[config.mk]
export PLATFORM = sky130hd
export DESIGN_NAME = tdc_count_unwrapper
export DESIGN_NICKNAME = d
export VERILOG_FILES = /design/src/rtl/tdc_pkg.sv /design/src/rtl/tdc_window_sum.sv /design/src/rtl/tdc_count_unwrapper.sv
export SDC_FILE = /design/constraint.sdc
export NUM_CORES = 1
export LEC_CHECK = 0
export ABC_AREA = 0
export BUFFER_PORTS_ARGS = -buffer_cell sky130_fd_sc_hd__buf_2
export CAP_MARGIN = 20
export CORE_ASPECT_RATIO = 0.9
export CORE_MARGIN = 2
export CORE_UTILIZATION = 34
export DETAILED_ROUTE_END_ITERATION = 8
export GPL_TIMING_DRIVEN = 0
export HOLD_SLACK_MARGIN = 0.08
export SYNTH_ARGS = -nofsm -noshare
export SYNTH_HDL_FRONTEND = slang
export SYNTH_SLANG_ARGS = --single-unit
[constraint.sdc]
create_clock -name clk -period 3.84 [get_ports clk]
set_input_delay 0.768 -clock clk [delete_from_list [all_inputs] [get_ports clk]]
set_output_delay 0.768 -clock clk [all_outputs]
set_load 0.01 [all_outputs]
[src/rtl/tdc_pkg.sv]
// tdc_pkg
//   Shared types and default parameter values for the TDC count unwrapper.
//   tdc_state_e : controller states (IDLE, PRIME, RUN).
//   *_DEF       : default values for the tdc_count_unwrapper parameters.
package tdc_pkg;

    typedef enum logic [1:0] {
        IDLE  = 2'd0,
        PRIME = 2'd1,
        RUN   = 2'd2
    } tdc_state_e;

    localparam int CNT_W_DEF     = 7;
    localparam int ACC_W_DEF     = 24;
    localparam int AVG_LOG2_DEF  = 2;
    localparam int MAX_DELTA_DEF = 100;
    localparam int ERR_LIMIT_DEF = 3;

endpackage

[src/rtl/tdc_window_sum.sv]
// tdc_window_sum
//   Sums 2^AVG_LOG2 accepted deltas and publishes the total once per window.
//   clk       in  : reference clock (rising edge)
//   rst       in  : asynchronous active-high reset
//   clr       in  : discard the partial window (takes priority over add_en)
//   add_en    in  : add delta into the running window this cycle
//   delta     in  : W-bit increment to accumulate
//   sum       out : total of the last completed window
//   sum_valid out : one-cycle pulse, sum was updated
module tdc_window_sum #(
    parameter int W        = 7,
    parameter int AVG_LOG2 = 2
) (
    input  logic                  clk,
    input  logic                  rst,
    input  logic                  clr,
    input  logic                  add_en,
    input  logic [W-1:0]          delta,
    output logic [W+AVG_LOG2-1:0] sum,
    output logic                  sum_valid
);

    localparam int SW = W + AVG_LOG2;
    // A one-sample window still needs a 1-bit counter to keep widths legal.
    localparam int CW = (AVG_LOG2 > 0) ? AVG_LOG2 : 1;
    localparam logic [CW-1:0] LAST_IDX = CW'((1 << AVG_LOG2) - 1);

    logic [SW-1:0] acc_q;
    logic [CW-1:0] cnt_q;
    logic [SW-1:0] acc_plus;

    // 2^AVG_LOG2 deltas of W bits each fit in SW bits, so no overflow.
    assign acc_plus = acc_q + {{AVG_LOG2{1'b0}}, delta};

    // NOTE: clocked state is written with non-blocking assignments only, so
    // every register samples the pre-edge values regardless of statement order.
    always_ff @(posedge clk or posedge rst) begin
        if (rst) begin
            acc_q     <= '0;
            cnt_q     <= '0;
            sum       <= '0;
            sum_valid <= 1'b0;
        end else begin
            sum_valid <= 1'b0;
            if (clr) begin
                acc_q <= '0;
                cnt_q <= '0;
            end else if (add_en) begin
                if (cnt_q == LAST_IDX) begin
                    sum       <= acc_plus;
                    sum_valid <= 1'b1;
                    acc_q     <= '0;
                    cnt_q     <= '0;
                end else begin
                    acc_q <= acc_plus;
                    cnt_q <= cnt_q + 1'b1;
                end
            end
        end
    end

endmodule

[src/rtl/tdc_count_unwrapper.sv]
// tdc_count_unwrapper
//   Turns wrapped TDC ripple-counter samples into an unwrapped phase, a
//   per-cycle increment and a windowed frequency sum, rejecting implausible
//   increments and re-priming after ERR_LIMIT consecutive rejects.
//   clk         in  : reference clock (rising edge)
//   rst         in  : asynchronous active-high reset
//   en          in  : block enable; low forces IDLE
//   count_valid in  : count_in carries a fresh sample
//   count_in    in  : wrapped CNT_W-bit DCO edge count
//   phase_out   out : unwrapped ACC_W-bit phase
//   phase_valid out : pulse, phase_out/delta_out updated
//   delta_out   out : increment applied at the last update
//   freq_sum    out : sum of the last completed window of deltas
//   sum_valid   out : pulse, freq_sum updated
//   glitch      out : pulse, current sample rejected
//   resync      out : pulse, reject limit reached, back to PRIME
module tdc_count_unwrapper
    import tdc_pkg::*;
#(
    parameter int CNT_W     = CNT_W_DEF,
    parameter int ACC_W     = ACC_W_DEF,
    parameter int AVG_LOG2  = AVG_LOG2_DEF,
    parameter int MAX_DELTA = MAX_DELTA_DEF,
    parameter int ERR_LIMIT = ERR_LIMIT_DEF
) (
    input  logic                      clk,
    input  logic                      rst,
    input  logic                      en,
    input  logic                      count_valid,
    input  logic [CNT_W-1:0]          count_in,
    output logic [ACC_W-1:0]          phase_out,
    output logic                      phase_valid,
    output logic [CNT_W-1:0]          delta_out,
    output logic [CNT_W+AVG_LOG2-1:0] freq_sum,
    output logic                      sum_valid,
    output logic                      glitch,
    output logic                      resync
);

    localparam int GW = $clog2(ERR_LIMIT + 1);
    localparam logic [CNT_W-1:0] MAX_DELTA_C = CNT_W'(MAX_DELTA);
    localparam logic [GW-1:0]    ERR_LIMIT_C = GW'(ERR_LIMIT);

    tdc_state_e       state_q, state_d;
    logic [CNT_W-1:0] last_count_q, last_count_d;
    logic [CNT_W-1:0] last_delta_q, last_delta_d;
    logic [GW-1:0]    gcnt_q, gcnt_d, gcnt_inc;
    logic [ACC_W-1:0] phase_d;
    logic [CNT_W-1:0] delta_out_d;
    logic             phase_valid_d, glitch_d, resync_d;

    logic [CNT_W-1:0] raw;
    logic [CNT_W-1:0] delta;
    logic             win_clr, win_add;

    // Modular difference: CNT_W-bit subtraction wraps exactly like the counter.
    assign raw      = count_in - last_count_q;
    assign gcnt_inc = gcnt_q + 1'b1;

    // NOTE: every signal assigned here gets a default first, so no path leaves
    // a value unassigned and no latch is inferred.
    always_comb begin
        state_d       = state_q;
        last_count_d  = last_count_q;
        last_delta_d  = last_delta_q;
        gcnt_d        = gcnt_q;
        phase_d       = phase_out;
        delta_out_d   = delta_out;
        phase_valid_d = 1'b0;
        glitch_d      = 1'b0;
        resync_d      = 1'b0;
        delta         = raw;
        win_clr       = 1'b0;
        win_add       = 1'b0;

        if (!en) begin
            state_d = IDLE;
        end else begin
            case (state_q)
                IDLE: begin
                    state_d = PRIME;
                    win_clr = 1'b1;
                end
                PRIME: begin
                    if (count_valid) begin
                        last_count_d = count_in;
                        last_delta_d = '0;
                        win_clr      = 1'b1;
                        state_d      = RUN;
                    end
                end
                RUN: begin
                    if (count_valid) begin
                        if (raw <= MAX_DELTA_C) begin
                            delta        = raw;
                            last_count_d = count_in;
                            gcnt_d       = '0;
                        end else begin
                            // Reuse the last good increment and extrapolate the
                            // reference count so the next sample lines up.
                            delta        = last_delta_q;
                            last_count_d = last_count_q + last_delta_q;
                            glitch_d     = 1'b1;
                            gcnt_d       = gcnt_inc;
                        end

                        if (glitch_d && gcnt_inc == ERR_LIMIT_C) begin
                            resync_d = 1'b1;
                            gcnt_d   = '0;
                            win_clr  = 1'b1;
                            state_d  = PRIME;
                        end else begin
                            phase_d       = phase_out + {{(ACC_W-CNT_W){1'b0}}, delta};
                            delta_out_d   = delta;
                            last_delta_d  = delta;
                            phase_valid_d = 1'b1;
                            win_add       = 1'b1;
                        end
                    end
                end
                default: state_d = IDLE;
            endcase
        end
    end

    always_ff @(posedge clk or posedge rst) begin
        if (rst) begin
            state_q      <= IDLE;
            last_count_q <= '0;
            last_delta_q <= '0;
            gcnt_q       <= '0;
            phase_out    <= '0;
            delta_out    <= '0;
            phase_valid  <= 1'b0;
            glitch       <= 1'b0;
            resync       <= 1'b0;
        end else begin
            state_q      <= state_d;
            last_count_q <= last_count_d;
            last_delta_q <= last_delta_d;
            gcnt_q       <= gcnt_d;
            phase_out    <= phase_d;
            delta_out    <= delta_out_d;
            phase_valid  <= phase_valid_d;
            glitch       <= glitch_d;
            resync       <= resync_d;
        end
    end

    tdc_window_sum #(
        .W        (CNT_W),
        .AVG_LOG2 (AVG_LOG2)
    ) u_window_sum (
        .clk       (clk),
        .rst       (rst),
        .clr       (win_clr),
        .add_en    (win_add),
        .delta     (delta),
        .sum       (freq_sum),
        .sum_valid (sum_valid)
    );

endmodule

Word level (Yosys, flattened, before mapping)
Index checks and enable logic that the tools add are counted.

Register bits: 73.

Add/sub/neg operators: 6. Magnitude comparators: 1. Equality and inequality tests: 10. Mux-type cells: 49. Bitwise logic cells: 2. Reduce and logical (&&, ||, !) cells: 10.

Operators with widths (count): $mux W7 (13); $pmux W7 S2 (2); $mux W9 (3); $add A24 B7 Y24 (1); $mux W1 (20); $mux W2 (9); $add A9 B7 Y9 (1); $ne A3 B3 Y1 const B (3); $reduce_and A3 Y1 (3); $reduce_and A4 Y1 (2); $add A7 B7 Y7 (1); $le A7 B7 Y1 const B (1); $sub A7 B7 Y7 (1); $eq A2 B2 Y1 const B (3); $ne A2 B2 Y1 const B (3); $pmux W2 S3 (1); $reduce_and A5 Y1 (1); $add A2 B1 Y2 const B (2); $reduce_bool A2 Y1 (2); $pmux W1 S3 (1); $eq A2 B1 Y1 const B (1); $logic_not A2 Y1 (1); $not A1 Y1 (2); $logic_and A1 B1 Y1 (1).

Logic depth before layout (Yosys ltp)
Depth after elaboration: 13. Mapped depth: 21. Depth with buffers taken out: 20.

By module
From an unflattened synthesis, not the netlist that was laid out.

Cell total of the unflattened synthesis: 454. Area, all modules: 4494.3 um2.

By module, submodules not included: tdc_count_unwrapper (times used 1, cells an instance 351, area an instance 3360.7 um2, seq. area each 1301.2 um2); tdc_window_sum (times used 1, cells an instance 103, area an instance 1133.6 um2, seq. area each 525.5 um2).

Worst setup path after synthesis
Ideal clock, no wire load.

Path kind: input port to flip-flop. Start point: in count_in[0]. End point: reg phase_out[16]. Setup time: 79 ps. Data arrival time: 4507 ps. Data required time: 3761 ps. Path slack: -746 ps. Stages: 20. Path through: inv_1 > ha_1 > fa_1 > nand2b_1 > a21oi_1 > xor2_1 > o31a_1 > o21ai_2 > buf_2 > a21oi_1 > ha_1 > inv_1 > fa_1 > nor2b_1 > nor3_1 > o21bai_1 > a21o_1 > a21oi_1 > nor4b_1 > xor2_1.

Longest elaborated chain between the ends: 9. Elaborated cells on any way between the ends: 14.

Ends and longest elaborated chain: start: declaration (RTL line tdc_count_unwrapper.sv:30) `input logic [CNT_W-1:0] count_in,`; $sub A7 B7 Y7 * (RTL line tdc_count_unwrapper.sv:57) `assign raw = count_in - last_count_q;`; parallel branches: the longest is 8 deep, another holds $add A24 B7 Y24; end signal: assignment (RTL line tdc_count_unwrapper.sv:142) `phase_out <= phase_d;`; end: declaration (RTL line tdc_count_unwrapper.sv:31) `output logic [ACC_W-1:0] phase_out,`.

Mark *: on every way between the ends. The select of a mux whose other input is x is not followed. A chain may end at the register's enable or synchronous reset.

Worst setup path in the final report
Start point: in count_in[0]. End point: reg u_window_sum.sum[8].

Longest elaborated chain between the ends: 13. Elaborated cells on any way between the ends: 25.

Ends and longest elaborated chain: $sub A7 B7 Y7 * (RTL line tdc_count_unwrapper.sv:57); parallel branches: the longest is 12 deep, another holds $add A9 B7 Y9; end signal: assignment (RTL line tdc_window_sum.sv:50) `sum <= acc_plus;`; end: declaration (RTL line tdc_window_sum.sv:19) `output logic [W+AVG_LOG2-1:0] sum,`.

Marks and branches as above.

==> reports/summary.json <==
{
  "placement": {
    "dp_worst_setup_slack_ns": -1.01,
    "port-buffer-count": 54,
    "dpl_cell_area_sq_um": 5080,
    "detailed_place_hpwl_mm": 8.38,
    "placed_cells_incl_taps": 663,
    "globalplace.congestion": 0.860
  },
  "cells_and_area": {
    "utilization_pct": 49.8,
    "final_cell_mix": "dfrtp_1, buf_2, nand2_1",
    "nNetsFinal": 601,
    "drive_above_1_share_pct": 39.7,
    "flow.area_growth_from_synthesis_pct": 42.8,
    "multi_input_comb_area_sq_um": 3020,
    "antenna_cells": 0,
    "layout_commonest_cell": "dfrtp_1",
    "seq_area_sq_um": 1830,
    "num-fill-cells": 1149,
    "stdcell_area_sq_um": 6320,
    "layoutNonFillerInstCount": 726
  },
  "setup_path": {
    "startpoint_type": "input pin",
    "r2r_cells": 21,
    "setup_slack_reg_to_reg_ns": -0.31,
    "cp_top_family": "compound AO/OA/AOI/OAI gates",
    "critPathCaptureType": "flop",
    "critical_path_class": "in -> reg",
    "crit_path_end": "u_window_sum.sum[8]",
    "crit_fanout": 4,
    "timing.critical_path.arrival_ns": 4.47,
    "startpoint_of_the_worst_slack_reg_to_reg_timing_path": "last_count_q[0]",
    "logic_depth_of_the_worst_setup_path_including_buffers": 23,
    "max_stage_delay_ns": 0.36,
    "r2r_end": "u_window_sum.sum[8]",
    "critical_path.cell_chain": "buf_12 -> inv_12 -> ha_4 -> fa_2 -> buf_4 -> xor2_4 -> a21oi_4 -> o31a_1 -> o21ai_4 -> buf_6 -> buf_6 -> nor3_4 -> a21oi_4 -> ha_4 -> inv_2 -> fa_2 -> nand3b_1 -> a21boi_2 -> o21ai_2 -> a21boi_2 -> o21ai_2 -> xnor2_2 -> mux2_4",
    "critical-path-slowest-cell": "o31a_1",
    "worst-path-buf-inv": 6,
    "worst_setup_path_start": "count_in[0]",
    "worst_ep_required_time_ns": 4.06
  },
  "pwr": {
    "total_leakage_power_uw": 0.00303,
    "cell_internal_pwr_uw": 2960,
    "pwr-share-comb_pct": 60.0,
    "cellPowerDensity_nw_per_um2": 775,
    "seq_power_share_pct": 20.7,
    "worst_ir_drop_vdd_mv": 0.326,
    "switch_pwr_uw": 1940,
    "power.share.switching_pct": 39.5,
    "share_clk_of_total_power_pct": 19.3
  },
  "clock_network": {
    "root_buffer": "clkbuf_16",
    "cts_h_tree_depth": 3,
    "cts.sinks": 73,
    "clkTransAtPathRegs_ns": 0.06,
    "cts_max_path_buffers": 2,
    "tritoncts.num_buffers": 9,
    "hold_bufs_at_cts": 0,
    "tritoncts": "done",
    "clock_latency_ns": 0.34
  },
  "sta": {
    "tightestPinTransition_ns": 0.688,
    "timing.final.setup_violations": 27,
    "finalHoldViolCount": 0,
    "maxClockFrequency_ghz": 0.235,
    "post-route-worst-setup-slack_ns": -0.410,
    "portion_of_the_clock_cycle_consumed_by_the_worst_path_in_the_final_layout_pct": 111,
    "max-slew-margin-rel_pct": 54.1,
    "report.final.slew_viol_count": 0,
    "rsz0062_at_grt": "yes",
    "total_negative_slack_ns": -6.64,
    "finalClockSkew_ns": 0.00878,
    "final_critical_delay_including_setup_and_external_delays_ns": 4.25
  },
  "detailed_routing": {
    "wire_per_inst_um": 17.4,
    "drt_pass1_iterations": 5,
    "route.antenna.remaining_nets": 0,
    "vias": 3839,
    "totalWireLength_mm": 12.6,
    "route.detailed.vias_per_inst": 5.29,
    "drt-initial-drc-count": 317,
    "detail_route.drc_violations": 0
  },
  "synthesis": {
    "synth.ff_latch_count": 73,
    "yosys_warnings": 0,
    "synthesis.instances": 444,
    "synth-seq-area-share_pct": 41.3,
    "synth_top_flop_cell": "dfrtp_1",
    "synth-async-reset-ratio_pct": 100,
    "mappedNetlistNets": 488,
    "syn_area_per_cell_sq_um": 9.97,
    "ys_types": 59,
    "synth-edff-count": 0,
    "mappedNetlistArea_sq_um": 4430
  },
  "global_routing": {
    "global_route.usage.met3_pct": 3.96,
    "grt-busiest-layer": "met2",
    "grt_max_degree": 58,
    "use_met2_pct": 27.9,
    "grt_first_pass_wirelength_mm": 20.0,
    "groute.layer.met1.usage_pct": 24.8,
    "grt_antenna_before_repair": 0,
    "first_global_vias": 3829,
    "grt_overflow_total": 0,
    "track_usage_pct": 17.9
  },
  "hold_path": {
    "path_type_of_the_worst_min_delay_path": "in -> async"
  },
  "floorplan": {
    "total_die_area_sq_um": 13900,
    "io_pins": 55,
    "floorplan.initialDensity_pct": 34.9,
    "die-height_um": 112,
    "core-area_sq_um": 12700,
    "floorplan.die.width_um": 124,
    "placementRows": 39
  },
  "status": {
    "run_status": "finished with violations",
    "violations_in_the_final_reports": "setup timing"
  },
  "job": {
    "cap_viol_max_count": 0
  }
}
[cell type report]
class                           instances  area share [%]
Tap cell                              164            3.24
Inverter                               28            1.90
Clock inverter                          4            1.17
Multi-Input combinational cell        332            47.7
Clock buffer                           12            4.21
Buffer                                 11            1.03
Sequential cell                        73            28.9
Timing Repair Buffer                  102            11.9
[registers in the layout, summed over array words and instances, names as in the netlist, 2 cells and up]
name / count
state_q: 2
u_window_sum.acc_q: 9
last_count_q: 7
u_window_sum.sum: 9
gcnt_q: 2
last_delta_q: 7
delta_out: 7
u_window_sum.cnt_q: 2
phase_out: 24
[cell families after synthesis]
family                   Yosys count  synth area share (%)
AND/OR/NAND/NOR                  127                  14.4
multiplexers                      14                  3.56
buffers and inverters             40                  3.82
AO/OA/AOI/OAI                    121                  19.8
XOR/XNOR                          36                  7.12
flip-flops                        73                  41.3
adder cells (fa/ha/maj)           33                  10.0
[power by group through the flow]
stage               Clock (uW)  Sequential (uW)  Combinational [uW]
floorplan                    0             1020                1380
global placement             0             1010                1790
detailed placement           0             1020                1840
CTS                        965             1010                2330
global route               997             1030                3170
finish                     945             1020                2940
[synthesized netlist by cell type, types with 9 or more instances]
library cell	number	area, sq um
a21oi_1	24	120
a22o_1	10	87.6
dfrtp_1	73	1830
ha_1	29	363
inv_1	26	97.6
mux2_1	11	124
nand2_1	37	139
nor2_1	25	93.8
nor2b_1	9	56.3
nor3_1	17	85.1
o21ai_0	17	85.1
xnor2_1	18	158
xor2_1	18	158
[worst min path at each step]
stage / startpoint / to / slack (ns) / depth (start not counted)
2_1_floorplan: gcnt_q[0] / gcnt_q[0] / 0.45 / 1
3_3_place_gp: phase_out[23] / phase_out[23] / 0.46 / 1
3_5_place_dp: delta_out[6] / delta_out[6] / 0.47 / 2
4_1_cts: rst / u_window_sum.sum[7] / 0.36 / 2
5_1_grt: rst / u_window_sum.acc_q[8] / 0.38 / 2
6_report: rst / u_window_sum.sum[7] / 0.37 / 2
[per-stage QoR]
step,hold slack (ns),power [uW]
floorplan,0.452,2400
global placement,0.458,2800
detailed placement,0.470,2860
CTS,0.364,4300
global route,0.378,5200
finish,0.366,4900
[metal layers]
layer / wire length (um) / vias to the layer above
met5: 0 / -
met4: 300 / 0
met3: 593 / 25
met2: 5950 / 100
met1: 5780 / 1880
li1: - / 1834
[repair_timing]
item,CTS,global route
pin swaps,31,42
endpoints found under the setup margin,31,30
setup buffers,29,23
cloned,1,0
resized for setup,43,56
Power figures use the tool's default switching activity.
